==> config.mk <==
export PLATFORM = sky130hd
export DESIGN_NAME = prgrm_cnt_stack_flat
export DESIGN_NICKNAME = d
export VERILOG_FILES = /design/src/rtl/prgrm_cnt_stack_if.sv /design/src/rtl/prgrm_cnt_stack.sv /design/src/flat_wrapper.sv
export SDC_FILE = /design/constraint.sdc
export NUM_CORES = 1
export LEC_CHECK = 0
export CAP_MARGIN = 10
export CORE_ASPECT_RATIO = 0.7
export CORE_MARGIN = 2
export CORE_UTILIZATION = 60
export CTS_BUF_LIST = sky130_fd_sc_hd__clkbuf_8
export CTS_CLUSTER_SIZE = 30
export DETAILED_ROUTE_END_ITERATION = 16
export PLACE_DENSITY = 0.88
export SLEW_MARGIN = 40
export SYNTH_ARGS = -nofsm -noshare
export SYNTH_HDL_FRONTEND = slang
export SYNTH_SLANG_ARGS = --single-unit
==> constraint.sdc <==
create_clock -name Clk -period 6.19 [get_ports Clk]
set_clock_uncertainty 0.15 [all_clocks]
set_input_delay 1.238 -clock Clk [delete_from_list [all_inputs] [get_ports Clk]]
set_output_delay 1.238 -clock Clk [all_outputs]
set_load 0.02 [all_outputs]
==> src/rtl/prgrm_cnt_stack_if.sv <==
// Request/status bundle between the decode stage and the program counter / return stack.
// The master drives the requests and the instruction word; the slave (the PC block) drives PC and stack status.
interface prgrm_cnt_stack_if #(
  parameter int ADDR_W = 8,
  parameter int DEPTH  = 8
);
  logic                       Incrmnt_PC;
  logic                       Ld_Brnch_Addr;
  logic                       Ld_Rtn_Addr;
  logic [31:0]                Crnt_Instrn;
  logic [ADDR_W-1:0]          PC;
  logic [ADDR_W-1:0]          Stack_Top;
  logic [$clog2(DEPTH):0]     Stack_Depth;
  logic                       Stack_Full;
  logic                       Stack_Empty;
  logic                       Stack_Ovfl;
  logic                       Stack_Unfl;

  modport master (
    output Incrmnt_PC, Ld_Brnch_Addr, Ld_Rtn_Addr, Crnt_Instrn,
    input  PC, Stack_Top, Stack_Depth, Stack_Full, Stack_Empty, Stack_Ovfl, Stack_Unfl
  );

  modport slave (
    input  Incrmnt_PC, Ld_Brnch_Addr, Ld_Rtn_Addr, Crnt_Instrn,
    output PC, Stack_Top, Stack_Depth, Stack_Full, Stack_Empty, Stack_Ovfl, Stack_Unfl
  );
endinterface

==> src/rtl/prgrm_cnt_stack.sv <==
// Program counter with a return-address stack: increment, branch, call (push PC+1) and return (pop).
// Priority is return > branch > increment > hold; overflow and underflow are sticky until reset.
module prgrm_cnt_stack #(
  parameter int ADDR_W = 8,
  parameter int DEPTH  = 8
) (
  input  logic             Clk,
  input  logic             Reset,
  prgrm_cnt_stack_if.slave bus
);
  localparam int PTR_W = $clog2(DEPTH) + 1;

  logic [ADDR_W-1:0] pc_r;
  logic [PTR_W-1:0]  sp_r;
  logic [ADDR_W-1:0] stack_r [DEPTH];
  logic              ovfl_r;
  logic              unfl_r;

  logic [ADDR_W-1:0] pc_inc_s;
  logic [ADDR_W-1:0] pc_nxt_s;
  logic [ADDR_W-1:0] top_s;
  logic [PTR_W-1:0]  sp_nxt_s;
  logic [PTR_W-1:0]  sp_m1_s;
  logic              push_s;
  logic              ovfl_nxt_s;
  logic              unfl_nxt_s;
  logic              full_s;
  logic              empty_s;
  logic              unused_s;

  assign pc_inc_s = pc_r + ADDR_W'(1);
  assign sp_m1_s  = sp_r - PTR_W'(1);
  assign full_s   = (sp_r == PTR_W'(DEPTH));
  assign empty_s  = (sp_r == PTR_W'(0));
  assign top_s    = empty_s ? {ADDR_W{1'b0}} : stack_r[sp_m1_s[PTR_W-2:0]];
  assign unused_s = ^{bus.Crnt_Instrn[31:29], bus.Crnt_Instrn[27:ADDR_W], sp_m1_s[PTR_W-1]};

  assign bus.PC          = pc_r;
  assign bus.Stack_Top   = top_s;
  assign bus.Stack_Depth = sp_r;
  assign bus.Stack_Full  = full_s;
  assign bus.Stack_Empty = empty_s;
  assign bus.Stack_Ovfl  = ovfl_r;
  assign bus.Stack_Unfl  = unfl_r;

  // Next-state selection for PC, stack pointer and sticky flags.
  always_comb begin
    pc_nxt_s   = pc_r;
    sp_nxt_s   = sp_r;
    push_s     = 1'b0;
    ovfl_nxt_s = ovfl_r;
    unfl_nxt_s = unfl_r;
    if (bus.Ld_Rtn_Addr) begin
      if (!empty_s) begin
        pc_nxt_s = top_s;
        sp_nxt_s = sp_m1_s;
      end else begin
        // Return with nothing to pop falls through to the next instruction.
        pc_nxt_s   = pc_inc_s;
        unfl_nxt_s = 1'b1;
      end
    end else if (bus.Ld_Brnch_Addr) begin
      pc_nxt_s = bus.Crnt_Instrn[ADDR_W-1:0];
      if (bus.Crnt_Instrn[28]) begin
        if (!full_s) begin
          push_s   = 1'b1;
          sp_nxt_s = sp_r + PTR_W'(1);
        end else begin
          ovfl_nxt_s = 1'b1;
        end
      end else begin
        push_s = 1'b0;
      end
    end else if (bus.Incrmnt_PC) begin
      pc_nxt_s = pc_inc_s;
    end else begin
      pc_nxt_s = pc_r;
    end
  end

  // State registers and return-address storage.
  always_ff @(posedge Clk or posedge Reset) begin
    if (Reset) begin
      pc_r   <= {ADDR_W{1'b0}};
      sp_r   <= {PTR_W{1'b0}};
      ovfl_r <= 1'b0;
      unfl_r <= 1'b0;
      for (int i = 0; i < DEPTH; i++) begin
        stack_r[i] <= {ADDR_W{1'b0}};
      end
    end else begin
      pc_r   <= pc_nxt_s;
      sp_r   <= sp_nxt_s;
      ovfl_r <= ovfl_nxt_s;
      unfl_r <= unfl_nxt_s;
      if (push_s) begin
        stack_r[sp_r[PTR_W-2:0]] <= pc_inc_s;
      end
    end
  end
endmodule

==> src/flat_wrapper.sv <==
// flat-port wrapper written by rule: the top's interface ports become plain ports
module prgrm_cnt_stack_flat 
#(
  parameter int ADDR_W = 8,
  parameter int DEPTH  = 8
)
  (Clk, Reset, bus_Incrmnt_PC, bus_Ld_Brnch_Addr, bus_Ld_Rtn_Addr, bus_Crnt_Instrn, bus_PC, bus_Stack_Top, bus_Stack_Depth, bus_Stack_Full, bus_Stack_Empty, bus_Stack_Ovfl, bus_Stack_Unfl);
  prgrm_cnt_stack_if #(.ADDR_W(ADDR_W), .DEPTH(DEPTH)) bus_i ();
  input  logic Clk;
  input  logic Reset;
  input wire logic [$bits(bus_i.Incrmnt_PC)-1:0] bus_Incrmnt_PC;
  input wire logic [$bits(bus_i.Ld_Brnch_Addr)-1:0] bus_Ld_Brnch_Addr;
  input wire logic [$bits(bus_i.Ld_Rtn_Addr)-1:0] bus_Ld_Rtn_Addr;
  input wire logic [$bits(bus_i.Crnt_Instrn)-1:0] bus_Crnt_Instrn;
  output wire logic [$bits(bus_i.PC)-1:0] bus_PC;
  output wire logic [$bits(bus_i.Stack_Top)-1:0] bus_Stack_Top;
  output wire logic [$bits(bus_i.Stack_Depth)-1:0] bus_Stack_Depth;
  output wire logic [$bits(bus_i.Stack_Full)-1:0] bus_Stack_Full;
  output wire logic [$bits(bus_i.Stack_Empty)-1:0] bus_Stack_Empty;
  output wire logic [$bits(bus_i.Stack_Ovfl)-1:0] bus_Stack_Ovfl;
  output wire logic [$bits(bus_i.Stack_Unfl)-1:0] bus_Stack_Unfl;
  assign bus_i.Incrmnt_PC = bus_Incrmnt_PC;
  assign bus_i.Ld_Brnch_Addr = bus_Ld_Brnch_Addr;
  assign bus_i.Ld_Rtn_Addr = bus_Ld_Rtn_Addr;
  assign bus_i.Crnt_Instrn = bus_Crnt_Instrn;
  assign bus_PC = bus_i.PC;
  assign bus_Stack_Top = bus_i.Stack_Top;
  assign bus_Stack_Depth = bus_i.Stack_Depth;
  assign bus_Stack_Full = bus_i.Stack_Full;
  assign bus_Stack_Empty = bus_i.Stack_Empty;
  assign bus_Stack_Ovfl = bus_i.Stack_Ovfl;
  assign bus_Stack_Unfl = bus_i.Stack_Unfl;
  prgrm_cnt_stack #(.ADDR_W(ADDR_W), .DEPTH(DEPTH)) u_core (.Clk(Clk), .Reset(Reset), .bus(bus_i));
endmodule
# ---- Word-level counts from Yosys, hierarchy flattened
# Index checks and enable logic that the tools add are counted.
dict set report classes {
  add_sub_neg 3
  order_cmp 3
  eq_ne 3
  n_mux 20
  bitwise_logic 3
  reduce_logical 8
}
# operator count
set ops {}
lappend ops {{$bwmux 64} 1}
lappend ops {{$mux 8} 8}
lappend ops {{$bmux 8 s3} 1}
lappend ops {{$demux 8 s3} 1}
lappend ops {{$mux 4} 5}
lappend ops {{$add 8x1->8 const B} 1}
lappend ops {{$ge 4x4->1 const B} 2}
lappend ops {{$not 3->4} 2}
lappend ops {{$reduce_and 4->1} 2}
lappend ops {{$add 4x1->4 const B} 1}
lappend ops {{$eq 4x4->1 const B} 1}
lappend ops {{$logic_not 4->1} 1}
lappend ops {{$lt 4x1->1 const B} 1}
lappend ops {{$mux 1} 4}
lappend ops {{$ne 2x2->1 const B} 2}
lappend ops {{$reduce_bool 2->1} 2}
lappend ops {{$sub 4x1->4 const B} 1}
lappend ops {{$reduce_bool 3->1} 1}
lappend ops {{$reduce_and 2->1} 1}
lappend ops {{$logic_and 1x1->1} 1}
lappend ops {{$not 1->1} 1}
dict set report word_totals {
  register_bits 78
}

# ---- Longest topological paths before layout
dict set report depth {
  depth_word 8
  depth_mapped 10
  depth_no_buf 7
}

# ---- Least setup slack after synthesis
# OpenSTA, ideal clock, no wires.
dict set report synth_timing {
  kind {flip-flop to output port}
  from {register u_core.sp_r[0] (netlist: u_core.bus.Stack_Depth[0])}
  to {output bus_Stack_Top[6]}
  t_arrival_ps 2615
  t_required_ps 4802
  slack_ps 2187
  stages_incl_launch_ff 11
  n_path_buf 4
  path_cell_list {dfrtp_1 inv_1 clkbuf_1 ha_1 buf_4 buf_4 buf_4 mux2i_1 nand3_1 nand3_1 a311oi_1}
}
dict set report synth_via {
  elab_chain_len 6
  word_cells_on_any_way 7
}
# item line
set synth_lines {}
lappend synth_lines {{from (decl)} prgrm_cnt_stack.sv:14} ;# logic [PTR_W-1:0] sp_r;
lappend synth_lines {{from (signal assigned)} prgrm_cnt_stack.sv:85} ;# sp_r <= {PTR_W{1'b0}};
lappend synth_lines {{from (signal assigned)} prgrm_cnt_stack.sv:93} ;# sp_r <= sp_nxt_s;
lappend synth_lines {{$sub 4x1->4} prgrm_cnt_stack.sv:32} ;# assign sp_m1_s = sp_r - PTR_W'(1);
lappend synth_lines {{via u_core.sp_m1_s[0]} prgrm_cnt_stack.sv:23} ;# logic [PTR_W-1:0] sp_m1_s;
lappend synth_lines {{$not 3->4 (implied by the code)} prgrm_cnt_stack.sv:35} ;# assign top_s = empty_s ? {ADDR_W{1'b0}} : stack_r[sp_m1_s[PTR_W-2:0]];
lappend synth_lines {{$bmux 8 s3} prgrm_cnt_stack.sv:35}
lappend synth_lines {{$mux 8 (implied by the code) (2 in a row)} prgrm_cnt_stack.sv:35}
lappend synth_lines {{$mux 8} prgrm_cnt_stack.sv:35}
lappend synth_lines {{to (decl)} flat_wrapper.sv:16} ;# output wire logic [$bits(bus_i.Stack_Top)-1:0] bus_Stack_Top;
# The timed path passes the listed nets, and every way through them passes these cells. The select of a mux whose other input is x is not followed.

# ---- Worst setup path in the final report
dict set report layout_timing {
  from {register u_core.sp_r[0] (netlist: u_core.bus.Stack_Depth[0])}
  to {output bus_Stack_Top[4]}
}
dict set report layout_via {
  elab_chain_len 6
  word_cells_on_any_way 7
}
# item line
set layout_lines {}
lappend layout_lines {{$sub 4x1->4} prgrm_cnt_stack.sv:32}
lappend layout_lines {{$not 3->4 (implied by the code)} prgrm_cnt_stack.sv:35}
lappend layout_lines {{$bmux 8 s3} prgrm_cnt_stack.sv:35}
lappend layout_lines {{$mux 8 (implied by the code) (2 in a row)} prgrm_cnt_stack.sv:35}
lappend layout_lines {{$mux 8 *} prgrm_cnt_stack.sv:35}
# Every way passes the cells marked *; elsewhere a longest branch is shown, timed or not. The select of a mux whose other input is x is not followed.

==> impl_results.md <==
* Outcome: finished clean
* Setup Buffers After CTS at 0
* Vias per inst at between 6 and 7
* Syn_nets at 431
* Root Driver: clkbuf_8
* Filler instances at 471
* Final GP Congestion at around 0.8
* Design area at 0.00459 mm^2
* Area growth from synthesis to layout at 14.7%
* Finish-stage setup viols at 0
* Multi-input gate area at 0.00186 mm^2
* Relative slew margins at 46.4%
* HP Start: u_core.bus.Stack_Unfl
* Type of origin of the critical path: register
* Starting Density at 63.1%
* Tmin final at 5.04 ns
* Synthesized cell area at 0.00400 mm^2
* Port Buffers at 37
* CP Data Required Time at 4.80 ns
* FF+latch area at just under 0.002 mm^2
* Fin. max-slew vios at 0
* Post-Route WL at 9660 um
* H-tree depth at 3
* Row count at 24
* CTS clock-pin slew for the worst setup and hold paths at 0.09 ns
* Pre-CTS setup slack at 1.60 ns
* Critical Path Max Stage Delay at between 0.6 and 0.7 ns
* Gr ovfl total at 0
* 1st-pass router iterations at 5
* Synth Area per Inst at 10.3 um^2
* Routed Antenna Nets at 0
* First-pass GRT wire length at roughly 16000 um
* Setup CP Type: register to primary output
* Die ar. at 0.00735 mm^2
* CTS max path bufs at 2
* CTS tree: built
* Unrepaired setup endpoints after global routing: false
* Yosys reg bits at 78
* Final Cycle Share at about four fifths
* Finished Layout Cells at 510
* CTS resizes at 0
* Setup TNS at 0 ns
* Pwr/cell area at 641 mW/mm^2
* Hold Path Stages at 1
* Clock sink count at just under 80
* LEAKAGE at 2.03 nW
* DP HPWL at 6530 um
* CP max FO at 24
* Layout cells sized above 1 at 13.8%
* Hold Slack at around 0.32 ns
* Hold Path Class: register to register
* Final Util at 72.4%
* EDFF count, synth at 0
* Chip Height at 72.3 um
* Routed wire length per instance at 18.9 um
* Most common cell after layout, fill and taps aside: dfrtp_1
* FMAX at ~200 MHz
* R2r setup slk at 3.05 ns
* Cells after DPL at 494
* Yosys cell types at between 40 and 50
* Cell chain of the critical path: buf_4, inv_1, ha_1, buf_4, mux2i_1, mux4_2, nor2_1, clkdlybuf4s50_1
* Worst path arrival time at 3.65 ns
* Remaining DRCs at 0
* Iter 0 DRT Violations at 290
* Critical R2R Capture: u_core.bus.PC[1]
* Post-synth top flop: dfrtp_1
* Worst-margin pin slew at around 0.80 ns
* Ant diodes at 0
* Hold Buf Count CTS at 0
* CORE AREA at 0.00634 mm^2
* FF-to-FF Start: u_core.bus.Stack_Depth[0]
* Total power at 2.94 mW
* Critical-path top delay cell: clkdlybuf4s50_1
* Die W at 102 um
* CTS buffer count at 9
* Worst IR Drop VDD at around 0.27 mV
* Initial antenna violation count at 0
* Pin count of the biggest net entering global routing at 79
* Ys Warns at 0
* Cell area after placement at 0.00438 mm^2
* DR vias at 3165
* Sequential share of the synthesized area at 48.8%
* PnR worst setup slack at roughly 1.2 ns
* Skew-Pair Late Insertion Delay at 0.37 ns
* Cell count after synthesis at 390
* Vias in the first global route at 3020
* Max cap viols at 0
* Gr usage total at 28.8%
* Worst-case reg-to-reg path depth at 8
* # IOs at 61
* Most frequent CP cell: buf_4
* Ys async rst share at 100%
* CP Capture Type: primary output
* Hold Fails Final Rpt at 0
* Nets@finish at around 460
* Min-Delay Endpoint: u_core.bus.Stack_Unfl
* Commonest cells after routing, fill and taps aside: dfrtp_1, nand2_1, o21ai_0, clkdlybuf4s50_1, nor2_1
-- flip-flops by register name, summed over array words and instances, names as in the netlist --
| name | flops |
|---|---|
| u_core.bus.Stack_Depth | 4 |
| u_core.bus.Stack_Unfl | 1 |
| u_core.stack_r | 64 |
| u_core.bus.PC | 8 |
| u_core.bus.Stack_Ovfl | 1 |
-- logic make-up after synthesis --
logic type	share of synthesized area, %
compound gates	13.8
xor+xnor	2.85
flops	48.8
fa+ha+maj	1.25
buf+inv	4.79
mux	14.0
simple gates	14.5
-- power by group --
part           switching [mW]  internal [mW]
clock network           0.205          0.191
registers               0.191          0.740
logic                   0.901          0.715
-- synthesized netlist by cell type, types with 2 or more instances --
cell	n	area share [%]
a2bb2oi_1	2	0.44
clkbuf_1	14	1.3
o21a_1	3	0.56
inv_1	10	0.94
xnor2_1	5	1.1
a21oi_1	22	2.8
nand2_1	44	4.1
nand2b_1	4	0.63
o22a_1	2	0.44
o21ai_2	7	1.5
buf_2	9	1.1
buf_4	6	1.1
o211ai_1	2	0.38
mux4_2	9	5.1
xor2_1	8	1.8
and4_1	2	0.44
mux2_2	11	3.1
o21ai_0	37	4.6
ha_1	4	1.3
nor3_1	4	0.50
a31oi_1	3	0.47
nand4_1	10	1.6
a22o_1	2	0.44
mux2i_1	22	5.5
a311oi_1	3	0.66
dfrtp_1	78	49
nor2_1	32	3.0
nand3_1	16	2.0
-- per-layer routing --
layer	wire, um	up-vias	track usage (%)	part of all wire (%)
met5	0	-	0	0
met4	112	0	8.41	1.2
met3	933	17	8.00	9.7
met1	4330	1548	41.6	45
met2	4290	163	43.1	44
li1	-	1437	-	-
-- layout make-up --
type | count | area share [%]
clock buffers | 9 | 2.70
clock inverters | 7 | 1.72
inverters | 10 | 0.818
multi-input cells | 272 | 40.6
flip-flops and latches | 78 | 42.5
well taps | 91 | 2.48
repair buffers | 43 | 9.13
-- how the worst max path moves through the flow --
stage	from	endpoint	slack (ns)	cells past startpoint
floorplan	u_core.bus.Stack_Depth[0]	bus_Stack_Top[6]	2.19	10
CTS	u_core.bus.Stack_Depth[0]	bus_Stack_Top[4]	1.19	8
finish	u_core.bus.Stack_Depth[0]	bus_Stack_Top[4]	1.15	8
global placement	u_core.bus.Stack_Depth[0]	bus_Stack_Top[4]	1.65	8
detailed placement	u_core.bus.Stack_Depth[0]	bus_Stack_Top[3]	1.60	8
global route	u_core.bus.Stack_Depth[0]	bus_Stack_Top[4]	1.03	8
-- worst max-delay path: cells and delay by family (launching register included) --
kind | cells | cell delay (ns)
muxes | 2 | 0.58
DFF | 1 | 0.33
adders and majority gates | 1 | 0.55
buffers and inverters | 4 | 1.61
and+or+nand+nor | 1 | 0.20
No activity file was read; power rests on OpenSTA's default activity.
